--- config.mk ---
export PLATFORM = sky130hd
export DESIGN_NAME = soc_ic_arb
export DESIGN_NICKNAME = d
export VERILOG_FILES = /design/src/rtl/soc_ic_pkg.sv /design/src/rtl/soc_ic_prio_sel.sv /design/src/rtl/soc_ic_arb.sv
export SDC_FILE = /design/constraint.sdc
export NUM_CORES = 1
export LEC_CHECK = 0
export BUFFER_PORTS_ARGS = -buffer_cell sky130_fd_sc_hd__buf_2
export CAP_MARGIN = 30
export CORE_UTILIZATION = 38
export DETAILED_ROUTE_END_ITERATION = 16
export PLACE_DENSITY = 0.77
export SYNTH_ARGS = -nofsm -noshare
export SYNTH_HDL_FRONTEND = slang
export SYNTH_SLANG_ARGS = --single-unit
--- constraint.sdc ---
create_clock -name clk -period 1.5 [get_ports clk]
set_input_delay 0.075 -clock clk [delete_from_list [all_inputs] [get_ports clk]]
set_output_delay 0.075 -clock clk [all_outputs]
set_load 0.01 [all_outputs]
--- src/rtl/soc_ic_pkg.sv ---
// ============================================================================
// Module   : soc_ic_pkg
// Brief    : Shared types, arbitration-mode constants and sizing helper for
//            the soc_ic interrupt controller.
// Revision : 1.0 - initial release
// ============================================================================
`default_nettype none

package soc_ic_pkg;

    typedef enum logic [1:0] {
        IC_IDLE    = 2'd0,
        IC_REQ     = 2'd1,
        IC_SERVICE = 2'd2,
        IC_FINISH  = 2'd3
    } ic_state_e;

    localparam int ARB_FIXED = 0;
    localparam int ARB_RR    = 1;

    // Index width for n sources; a single source still needs a 1-bit id.
    function automatic int id_w(input int n);
        return (n <= 1) ? 1 : $clog2(n);
    endfunction

endpackage

`default_nettype wire

--- src/rtl/soc_ic_prio_sel.sv ---
// ============================================================================
// Module   : soc_ic_prio_sel
// Brief    : Combinational find-first-set starting at a rotating base index,
//            wrapping modulo N. A base of zero gives plain lowest-index wins.
// Revision : 1.0 - initial release
// ============================================================================
`default_nettype none

module soc_ic_prio_sel
    import soc_ic_pkg::*;
#(
    parameter int N = 32,
    parameter int W = id_w(N)
) (
    input  logic [N-1:0] vec,
    input  logic [W-1:0] base,
    output logic         valid,
    output logic [W-1:0] idx
);

    logic [N-1:0] w_rot;
    logic [W-1:0] w_off;
    logic [W:0]   w_sum;

    // Rotating right by base puts the search origin at bit 0.
    assign w_rot = N'({vec, vec} >> base);

    always_comb begin
        w_off = '0;
        for (int k = N - 1; k >= 0; k--) begin
            if (w_rot[k]) begin
                w_off = W'(k);
            end
        end
    end

    assign w_sum = {1'b0, base} + {1'b0, w_off};
    assign idx   = (w_sum >= (W+1)'(N)) ? W'(w_sum - (W+1)'(N)) : w_sum[W-1:0];
    assign valid = |vec;

endmodule

`default_nettype wire

--- src/rtl/soc_ic_arb.sv ---
// ============================================================================
// Module   : soc_ic_arb
// Brief    : N-source interrupt controller with edge/level capture, pending
//            vector, fixed or round-robin arbitration and claim/complete FSM.
// Revision : 1.0 - initial release
// ============================================================================
`default_nettype none

module soc_ic_arb
    import soc_ic_pkg::*;
#(
    parameter int               N_SRC     = 32,
    parameter logic [N_SRC-1:0] EDGE_MASK = '0,
    parameter int               ARB_MODE  = ARB_FIXED
) (
    input  logic             clk,
    input  logic             rst,
    input  logic [N_SRC-1:0] mie_i,
    input  logic             int_rst_i,
    output logic             int_o,
    output logic [31:0]      mcause_o,
    output logic [N_SRC-1:0] int_fin_o,
    output logic [N_SRC-1:0] int_pending_o,
    input  logic [N_SRC-1:0] int_req_i
);

    localparam int               c_id_w = id_w(N_SRC);
    localparam logic [c_id_w-1:0] c_last = c_id_w'(N_SRC - 1);
    localparam logic [N_SRC-1:0]  c_one  = N_SRC'(1);

    ic_state_e         r_state;
    logic [c_id_w-1:0] r_cur_id;
    logic [c_id_w-1:0] r_last_id;
    logic              r_int_o;
    logic [N_SRC-1:0]  r_fin;
    logic [N_SRC-1:0]  r_req_q;
    logic [N_SRC-1:0]  r_pend_edge;

    logic [N_SRC-1:0]  w_pending;
    logic [N_SRC-1:0]  w_eligible;
    logic [N_SRC-1:0]  w_edge_set;
    logic [N_SRC-1:0]  w_edge_clr;
    logic [c_id_w-1:0] w_base;
    logic              w_win_valid;
    logic [c_id_w-1:0] w_win_id;

    // Edge sources latch into r_pend_edge; level sources pass straight through.
    assign w_edge_set = int_req_i & ~r_req_q & EDGE_MASK;
    assign w_pending  = r_pend_edge | (int_req_i & ~EDGE_MASK);
    assign w_eligible = w_pending & mie_i;

    always_comb begin
        w_edge_clr = '0;
        if (r_state == IC_FINISH) begin
            w_edge_clr = EDGE_MASK & (c_one << r_cur_id);
        end
    end

    always_comb begin
        w_base = '0;
        if (ARB_MODE == ARB_RR && r_last_id != c_last) begin
            w_base = r_last_id + c_id_w'(1);
        end
    end

    soc_ic_prio_sel #(
        .N (N_SRC),
        .W (c_id_w)
    ) u_prio_sel (
        .vec   (w_eligible),
        .base  (w_base),
        .valid (w_win_valid),
        .idx   (w_win_id)
    );

    // A new edge in the same cycle as the FINISH clear keeps the bit set.
    always_ff @(posedge clk or posedge rst) begin
        if (rst) begin
            r_req_q     <= '0;
            r_pend_edge <= '0;
        end else begin
            r_req_q     <= int_req_i;
            r_pend_edge <= ((r_pend_edge & ~w_edge_clr) | w_edge_set) & EDGE_MASK;
        end
    end

    always_ff @(posedge clk or posedge rst) begin
        if (rst) begin
            r_state   <= IC_IDLE;
            r_cur_id  <= '0;
            r_last_id <= c_last;
            r_int_o   <= 1'b0;
            r_fin     <= '0;
        end else begin
            r_int_o <= 1'b0;
            r_fin   <= '0;
            unique case (r_state)
                IC_IDLE: begin
                    if (w_win_valid) begin
                        r_cur_id <= w_win_id;
                        r_int_o  <= 1'b1;
                        r_state  <= IC_REQ;
                    end
                end
                IC_REQ: begin
                    if (int_rst_i) begin
                        r_fin   <= c_one << r_cur_id;
                        r_state <= IC_FINISH;
                    end else begin
                        r_state <= IC_SERVICE;
                    end
                end
                IC_SERVICE: begin
                    if (int_rst_i) begin
                        r_fin   <= c_one << r_cur_id;
                        r_state <= IC_FINISH;
                    end
                end
                IC_FINISH: begin
                    r_last_id <= r_cur_id;
                    r_state   <= IC_IDLE;
                end
                default: r_state <= IC_IDLE;
            endcase
        end
    end

    assign int_o         = r_int_o;
    assign int_fin_o     = r_fin;
    assign int_pending_o = w_pending;
    assign mcause_o      = 32'(r_cur_id);

endmodule

`default_nettype wire
==> flow_summary.json, run 1 <==
{
  "outcome": "complete, no violations",
  "hold_path_class": "in2reg",
  "synthesis.area_um2": 2450,
  "critical_path_class": "reg2reg",
  "via_per_inst": 4.77,
  "p_leak_nw": 1.78,
  "synthTopCellsByArea": "dfrtp_1 (41%), buf_4 (18%), nor2_1 (5.7%)",
  "grt_first_pass_wirelength_um": 8690,
  "final_layout_size_suffix_gt1_frac": 0.455,
  "htreeDepth": 2,
  "grt_start_max_net_pins": 41,
  "max_stage_delay_ns": 0.37,
  "cp-start-kind": "register",
  "timing.rr.start": "r_state[1]",
  "seqPwrFrac": 0.373,
  "ys_types": 40,
  "drc": 0,
  "post-route-min-period_ns": 1.36,
  "hold_viol": 0,
  "synth_seq_area_share": 0.409,
  "clock-sinks": 40,
  "setup_viol": 0,
  "synth_cells": 261,
  "numCtsBuffers": 5,
  "p_comb_frac": 0.402,
  "antenna_found_initial": 0,
  "holdPathStages": 3,
  "dp.cells": 455,
  "pin_count": 164,
  "layout_setup_ws_ns": 0.140,
  "totalWireLength_um": 6060,
  "rsz0062_at_grt": "false",
  "vias": 2214,
  "drv_cap": 0,
  "dieHeight_um": 82.2,
  "path_max_fanout": 5,
  "io_buffers": 136,
  "end_kind": "register",
  "start_util": 0.404,
  "yosys.area.top_type_share": 0.409,
  "track_usage": 0.173,
  "crit_chain": "inv_1, ha_4, nor3b_4, nand3_1, nor2_1",
  "grt_pass1_vias": 1887,
  "cts-root-buf": "clkbuf_8",
  "ant_nets": 0,
  "wl_per_cell_um": 13.1,
  "cts_buffer_depth": 2,
  "rows": 28,
  "syn2layout_area_growth_pct": 28.6,
  "power_density_nw_per_um2": 1180,
  "fmax_mhz": 735,
  "antenna-diode-count": 0,
  "syn_avg_cell_area_um2": 9.37,
  "die-width_um": 82.2,
  "cp-startpoint": "r_state[1]",
  "rrSetupSlack_ns": 0.14,
  "dp_slack_ns": -0.0311,
  "ys_ff_latch": 40,
  "fin_cells": 464,
  "post_cts_buffers": 0,
  "overflow": 0,
  "required_ns": 1.72,
  "coreArea_um2": 6060,
  "slew_violations": 0,
  "timing.setup.tns_ns": 0,
  "drt_first_pass_iters": 4,
  "die_area_um2": 6760,
  "dpl.hpwl_um": 4970,
  "r2r_end": "int_fin_o[18]",
  "nFillCells": 574,
  "worstRegToRegCells": 5,
  "fin_crit_sh": 0.907,
  "clk_pin_slew_worst_paths_ns": 0.07,
  "first_iter_violations": 30,
  "p_clk_frac": 0.226,
  "finClkSkew_ns": 0.00311,
  "arrival_ns": 1.58,
  "clock_latency_ns": 0.29,
  "cts_tree": "done",
  "slowest_stage": "dfrtp_1",
  "ir_worst_vdd_uv": 689,
  "power.internal_mw": 2.38,
  "yosys_warnings": 0,
  "power_mw": 3.72,
  "endpoint": "int_fin_o[18]",
  "place.gp.congestion": 0.774,
  "yosys.area.top_type": "dfrtp_1",
  "netSwitchingPower_mw": 1.34,
  "p_sw_frac": 0.360,
  "final_nets": 458
}
==> critical path, delay by kind of cell, from the launching register on <==
kind / cells / cell delay, ns
AND/OR/NAND/NOR: 3 / 0.51
adder cells (fa/ha/maj): 1 / 0.30
buffers and inverters: 1 / 0.10
flip-flops: 1 / 0.37
==> registers in the layout, indices dropped and copies added (netlist names) <==
register	cells
int_o	1
r_state	2
int_fin_o	32
r_cur_id	5
==> metrics by stage <==
step,area [um^2],util,hold WS [ns]
final,3150,0.519,0.0654
after global routing,3150,0.519,0.0634
after CTS,3120,0.514,0.0565
after detailed placement,3000,0.495,0.214
after global placement,3000,0.495,0.200
after floorplan,2540,-,0.236
==> kinds of logic (layout without fill, tap and decap cells) <==
family,Yosys count,after routing,synth area share
adder cells (fa/ha/maj),3,3,0.0153
AND/OR/NAND/NOR,95,95,0.176
buffers and inverters,66,168,0.195
other,1,27,0.00153
flip-flops,40,40,0.409
AO/OA/AOI/OAI,55,55,0.197
multiplexers,1,1,0.00614
==> metal layers <==
layer	vias up	track usage	routed length (um)
met2	110	0.321	3230
met4	0	0.0667	66
met3	7	0.0341	414
met1	1016	0.192	2340
li1	1081	-	-
met5	-	0	0
==> power groups by stage <==
stage / clock (mW) / sequential [mW] / combinational [mW]
2_1_floorplan: 0 / 1.43 / 0.888
3_3_place_gp: 0 / 1.38 / 1.37
4_1_cts: 0.864 / 1.37 / 1.41
5_1_grt: 0.906 / 1.42 / 1.65
3_5_place_dp: 0 / 1.39 / 1.40
6_report: 0.839 / 1.39 / 1.49
==> placed cells by master, fill, tap and decap left out, drive strengths merged, types with 2 or more instances in the layout <==
cell type / netlist / routed
a22oi: 16 / 16
nand2: 34 / 34
clkbuf: 2 / 6
a22o: 3 / 3
nand3: 9 / 9
buf: 60 / 155
o211a: 2 / 2
inv: 4 / 4
o21a: 3 / 3
nor2b: 4 / 4
nor2: 37 / 37
o21ai: 6 / 6
a21oi: 4 / 4
nand4: 5 / 5
a31oi: 6 / 6
ha: 3 / 3
o211ai: 2 / 2
a32o: 5 / 5
dfrtp: 40 / 40
conb: 1 / 27
==> worst min path at each step <==
| stage | startpoint | end | slack (ns) |
|---|---|---|---|
| final | mie_i[1] | r_cur_id[0] | 0.07 |
| after detailed placement | rst | int_fin_o[29] | 0.21 |
| after floorplan | mie_i[1] | r_cur_id[0] | 0.24 |
| after global placement | rst | int_fin_o[31] | 0.20 |
| after global routing | mie_i[1] | r_cur_id[0] | 0.06 |
| after CTS | mie_i[1] | r_cur_id[0] | 0.06 |
==> cell type report <==
cell class / instances / area, um^2 / share of cell area
multi-input cells: 181 / 1090 / 0.348
flip-flops and latches: 40 / 1000 / 0.318
repair buffers: 156 / 833 / 0.265
well taps: 75 / 93.8 / 0.0298
clock buffers: 6 / 72.6 / 0.0231
clock inverters: 2 / 35.0 / 0.0111
inverters: 4 / 15.0 / 0.00477
==> synth_stat cells <==
library cell and n:
buf_6 1, a211oi_1 1, a211o_1 1, a22oi_2 4
o21ai_0 3, and3b_1 1, a22o_1 3, a31oi_1 6
nand2_1 34, nand2b_1 1, a22oi_4 4, nand3_1 9
buf_4 59, a221oi_1 1, and3_1 1, inv_1 4
o211ai_1 2, o22a_1 1, o21a_1 3, nor2b_1 4
o21bai_1 1, a21oi_1 4, ha_1 3, nor4_2 1
o21ai_1 3, a22oi_1 8, dfrtp_1 40, nor3b_1 1
clkbuf_1 2, or2_2 1, conb_1 1, o211a_1 2
nand4_1 4, mux2_4 1, nand4_4 1, a32o_1 5
o22ai_1 1, a222oi_1 1, a21boi_0 1, nor2_1 37
==> repair_timing <==
action / in CTS / in global routing
hold endpoints to repair: 40 / 0
gates resized for setup: 0 / 4
endpoints found under the setup margin: 0 / 12
hold buffers: 1 / 0
(Power assumes the default switching activity.)
==> run 2, diff against run 1 <==
Settings changed: ABC_AREA set to 1, CORE_UTILIZATION 38 to 45, PLACE_DENSITY 0.77 to 0.86.
Clock period 1.5 ns to 1.75 ns, I/O delays scaled along.
==> flow_summary.json, run 2 <==
{
  "outcome": "complete, no violations",
  "rrSetupSlack_ns": 0.14,
  "arrival_ns": 1.82,
  "synth_cells": 300,
  "final_area_um2": 2920,
  "cts_buffer_depth": 2,
  "yosys.area.top_type_share": 0.424,
  "worst_pin_slew_ns": 0.644,
  "grt_first_pass_wirelength_um": 7790,
  "cts_tree": "done",
  "synthSimpleGateAreaFrac": 0.307,
  "post-route-min-period_ns": 1.64,
  "required_ns": 1.93,
  "synthAdderAreaFrac": 0.0159,
  "max_stage_delay_ns": 0.10,
  "pin_count": 164,
  "dpl-instance-area_um2": 2780,
  "rsz0062_at_grt": "true",
  "grt_use_met1": 0.178,
  "track_usage": 0.182,
  "coreArea_um2": 4880,
  "cts-root-buf": "clkbuf_8",
  "clock_latency_ns": 0.29,
  "p_leak_nw": 1.77,
  "critical_path_class": "in2reg",
  "synthArstFlopShare": 1.00,
  "ant_nets": 0,
  "layout_commonest_cell": "buf_2",
  "cp-start-kind": "input port",
  "synth-compound-area-share": 0.0361,
  "final_nets": 478,
  "synth_edf_count": 0,
  "rows": 25,
  "multiInputGateArea_um2": 956,
  "yosysMostFrequentCell": "nand2_1",
  "grt_start_max_net_pins": 41,
  "via_per_inst": 4.57,
  "hold_path_class": "in2reg",
  "worstRegToRegCells": 4,
  "clock-sinks": 40,
  "synthTopCellsByArea": "dfrtp_1 (42%), buf_4 (19%), nand2_1 (12%)",
  "min_to": "r_cur_id[0]",
  "yosys_warnings": 0,
  "fmax_mhz": 610,
  "grt_util_met3": 0.0407,
  "layout_common_cells": "buf_2 (134), nand2_1 (74), nor2_1 (54)",
  "grt_pass1_vias": 1929,
  "synth_common_cells": "nand2_1 (75), buf_4 (59), nor2_1 (54)",
  "hp-start": "mie_i[0]",
  "overflow": 0,
  "synthesis.area_um2": 2360,
  "critPathMostFrequentCell": "nand2_1",
  "slew_violations": 0,
  "path_max_fanout": 2,
  "largest_reg_flops": 32,
  "wl_per_cell_um": 10.9,
  "yosys.area.top_type": "dfrtp_1",
  "holdPathStages": 4,
  "die_area_um2": 5530,
  "drc": 0,
  "drt_first_pass_iters": 4,
  "power_density_nw_per_um2": 973,
  "numCtsBuffers": 5,
  "muxShareOfSynthArea": 0,
  "syn2layout_area_growth_pct": 23.7,
  "synth_top_family_by_area": "simple AND/OR/NAND/NOR gates",
  "synth_flop_cell": "dfrtp_1",
  "end_kind": "register",
  "r2r_end": "int_fin_o[3]",
  "io_buffers": 136,
  "final_util": 0.598,
  "die-width_um": 74.4,
  "clk_pin_slew_worst_paths_ns": 0.07,
  "synthXorXnorAreaFrac": 0,
  "dpl.hpwl_um": 4280,
  "vias": 2178,
  "ys_ff_latch": 40,
  "syn_avg_cell_area_um2": 7.86,
  "place.gp.congestion": 0.779,
  "ys_types": 20,
  "dieHeight_um": 74.4,
  "seqCellArea_um2": 1000,
  "setup_viol": 0,
  "timing.rr.start": "r_state[1]",
  "start_util": 0.483,
  "hold_viol": 0,
  "totalWireLength_um": 5220,
  "antenna_found_initial": 1,
  "drv_cap": 0,
  "slowest_stage": "buf_6",
  "busiest_layer": "met2",
  "fin_crit_sh": 0.936,
  "final_layout_size_suffix_gt1_frac": 0.416,
  "finClkSkew_ns": 0.00776,
  "synth_seq_area_share": 0.424,
  "ir_worst_vdd_uv": 355,
  "first_iter_violations": 86,
  "grt_util_met2": 0.368,
  "nFillCells": 442,
  "max-slew-margin-rel": 0.569,
  "htreeDepth": 2
}
[run 2: changes by cell type in the layout (fill, tap and decap cells not counted), sizes merged, moves of 5 or more]
cell / previous run / this run
inv: 4 / 11
nand4: 5 / 16
a32o: 5 / 0
nand2: 34 / 93
nor2: 37 / 54
nand3: 9 / 2
a22oi: 16 / 0
buf: 155 / 139
[run 2: layer usage]
metal  up-vias  wire [um]
met2       112       2790
met5         -          0
met1       972       1970
met4         0         94
met3         8        361
li1       1086          -
[run 2: report_power, final]
part	leakage [nW]	total, mW	internal [mW]	switching [mW]
Sequential	0.548	1.17	1.03	0.142
Combinational	1.16	0.955	0.338	0.617
Clock	0.0552	0.710	0.422	0.288
[run 2: logic make-up after synthesis]
logic type                 after synthesis
and+or+nand+nor                        166
buffers and inverters                   76
DFF                                     40
AOI/OAI and AO/OA                       14
adders and majority gates                3
other                                    1
[run 2: worst max path at each step]
stage | from | to | cells after the start
6_report | int_req_i[31] | r_cur_id[0] | 35
3_3_place_gp | int_req_i[31] | r_cur_id[0] | 35
4_1_cts | int_req_i[31] | r_cur_id[0] | 35
3_5_place_dp | int_req_i[31] | r_cur_id[0] | 35
5_1_grt | int_req_i[31] | r_cur_id[0] | 35
2_1_floorplan | int_req_i[31] | r_cur_id[0] | 34
[run 2: metrics by stage]
stage                     hold slack [ns]  instances  TNS, ns  setup slack, ns  total power [mW]
after floorplan                     0.262        326        0            0.122              1.88
after global placement              0.210        467   -0.126           -0.126              2.08
after detailed placement            0.221        467   -0.169           -0.169              2.13
after CTS                          0.0733        476        0            0.131              2.84
after global routing                0.113        477   -0.207           -0.207              3.03
final                              0.0804        477        0            0.112              2.84
[run 2: area by class of cell]
type | instances | share of cell area
diodes | 1 | 0.000858
well taps | 67 | 0.0287
clock buffers | 6 | 0.0249
inverters | 11 | 0.0142
clock inverters | 2 | 0.0120
multi-input cells | 210 | 0.328
repair buffers | 140 | 0.249
flip-flops and latches | 40 | 0.343
[run 2: worst max-delay path, delay by kind of cell]
family	cells	cell delay (ns)
buffers and inverters	2	0.13
AND/OR/NAND/NOR	33	1.59
[run 2: repair_timing]
item,in CTS,in global routing
setup buffers,0,0
endpoints found under the setup margin,0,1
resized for setup,0,5
hold endpoints to repair,40,0
hold buffers,1,0
==> run 3, diff against run 2 <==
Settings changed: CORE_UTILIZATION 45 to 55, PLACE_DENSITY 0.86 to 0.87, REMOVE_ABC_BUFFERS set to 1, SYNTH_HIERARCHICAL set to 1.
==> flow_summary.json, run 3 <==
{
  "outcome": "finished, violations left",
  "violations": "negative setup slack",
  "overflow": 0,
  "clk_pin_slew_worst_paths_ns": 0.08,
  "die-width_um": 94.5,
  "synthArstFlopShare": 1.00,
  "seqCellArea_um2": 1000,
  "syn2layout_area_growth_pct": 25.9,
  "htreeDepth": 2,
  "via_per_inst": 5.37,
  "path_max_fanout": 2,
  "syn_avg_cell_area_um2": 5.92,
  "critical_path_class": "in2reg",
  "ant_nets": 0,
  "antenna_found_initial": 0,
  "layout_commonest_cell": "nand2_1",
  "numCtsBuffers": 5,
  "layout_common_cells": "nand2_1 (242), buf_2 (135), nand3_1 (124)",
  "synthTopCellsByArea": "dfrtp_1 (21%), nand2_1 (21%), nand3_1 (15%)",
  "synth_edf_count": 0,
  "wl_per_cell_um": 13.0,
  "yosys_warnings": 6,
  "drc": 0,
  "layout_setup_ws_ns": -0.826,
  "holdPathStages": 3,
  "dpl.hpwl_um": 10100,
  "ys_types": 38,
  "coreArea_um2": 8260,
  "multiInputGateArea_um2": 3110,
  "drt_first_pass_iters": 5,
  "track_usage": 0.305,
  "fmax_mhz": 388,
  "yosys.area.top_type": "dfrtp_1",
  "final_nets": 1036,
  "grt_pass1_vias": 5127,
  "antenna-diode-count": 0,
  "pin_count": 164,
  "max_stage_delay_ns": 0.26,
  "required_ns": 1.93,
  "drv_cap": 0,
  "rows": 33,
  "grt_start_max_net_pins": 41,
  "hold_path_class": "in2reg",
  "dieHeight_um": 94.5,
  "power_density_nw_per_um2": 710,
  "hold_viol": 0,
  "slew_violations": 0,
  "io_buffers": 136,
  "fin_cells": 1066,
  "worstRegToRegCells": 4,
  "ir_worst_vdd_uv": 472,
  "fin_crit_sh": 1.47,
  "synth_seq_area_share": 0.212,
  "cts_buffer_depth": 2,
  "rsz0062_at_grt": "true",
  "p_leak_nw": 3.50,
  "final_layout_size_suffix_gt1_frac": 0.324,
  "synth_flop_cell": "dfrtp_1",
  "cts_tree": "done",
  "grt_first_pass_wirelength_um": 21900,
  "largest_reg_flops": 32,
  "nFillCells": 687,
  "clock_latency_ns": 0.29,
  "cts-root-buf": "clkbuf_8",
  "ys_ff_latch": 40,
  "synth_cells": 796,
  "synthesis.area_um2": 4710,
  "final_area_um2": 5930,
  "die_area_um2": 8940,
  "timing.setup.tns_ns": -2.50,
  "arrival_ns": 2.76,
  "clock-sinks": 40,
  "first_iter_violations": 432,
  "place.gp.congestion": 0.970,
  "hold_ws_ns": 0.252,
  "dp.cells": 1048,
  "vias": 5729,
  "dpl-instance-area_um2": 5490,
  "end_kind": "register",
  "start_util": 0.570,
  "finClkSkew_ns": 0.00911,
  "post-route-min-period_ns": 2.58,
  "cp-start-kind": "input port",
  "totalWireLength_um": 13900,
  "yosysMostFrequentCell": "nand2_1",
  "setup_viol": 5,
  "slowest_stage": "ha_1",
  "critPathMostFrequentCell": "nand2_1",
  "yosys.area.top_type_share": 0.212,
  "synth_common_cells": "nand2_1 (261), nand3_1 (139), inv_1 (73)"
}
[run 3: cell count changes in the layout (fill, tap and decap cells not counted), sizes merged, moves of 16 or more]
cell / delta
conb: +16
nand3: +141
nand2: +177
o21ai: +40
buf: +71
inv: +67
[run 3: final cells by class]
cell class,count,area share
sequential,40,0.169
tap,105,0.0221
timing repair inverter,1,0.00127
multi-input combinational,618,0.525
clock buffer,6,0.0139
inverter,83,0.0544
clock inverter,2,0.00253
timing repair buffer,211,0.212
[run 3: power breakdown]
group	internal (mW)	total (mW)	switching, mW
Clock	0.319	0.640	0.321
Combinational	0.843	2.34	1.50
Sequential	1.06	1.23	0.174
[run 3: routing by layer]
metal	global-route usage	vias up	routed length (um)
met5	0	-	0
met4	0.138	0	503
met3	0.0548	63	1180
met2	0.545	309	6810
met1	0.353	2564	5380
li1	-	2793	-
[run 3: worst max-delay path, delay by kind of cell]
kind	cells	cell delay, ns
fa+ha+maj	1	0.26
buf+inv	2	0.16
simple gates	37	2.14
compound gates	2	0.10
[run 3: worst paths after layout]
path	start	to	slack, ns
max	int_req_i[31]	r_cur_id[0]	-0.83
min	int_rst_i	int_fin_o[5]	0.25
max reg2reg	r_state[1]	int_fin_o[19]	0.15
min reg2reg	r_state[0]	r_state[0]	0.52
max in group asynchronous	rst	int_fin_o[26]	0.96
min in group asynchronous	rst	int_fin_o[2]	0.46
[run 3: cell families after synthesis]
| family | synth area share |
|---|---|
| simple gates | 0.461 |
| buf+inv | 0.213 |
| compound gates | 0.0728 |
| flops | 0.212 |
| fa+ha+maj | 0.0255 |
| xor+xnor | 0.00744 |
| mux | 0.00637 |
| other cells | 0.000796 |
[run 3: what timing repair did]
action / in CTS / in global routing
gates resized for setup: 26 / 67
hold buffers: 1 / 0
pin swaps: 13 / 33
setup endpoints to repair: 5 / 6
setup buffers: 2 / 6
hold endpoints to repair: 40 / 0
cloned: 0 / 1
[run 3: through the flow]
stage / util / setup WS [ns] / power, mW
6_report: 0.718 / -0.826 / 4.21
3_5_place_dp: 0.665 / -1.18 / 3.26
5_1_grt: 0.718 / -1.14 / 4.51
3_3_place_gp: 0.665 / -1.15 / 3.17
4_1_cts: 0.688 / -0.798 / 3.95
2_1_floorplan: - / -0.802 / 2.48
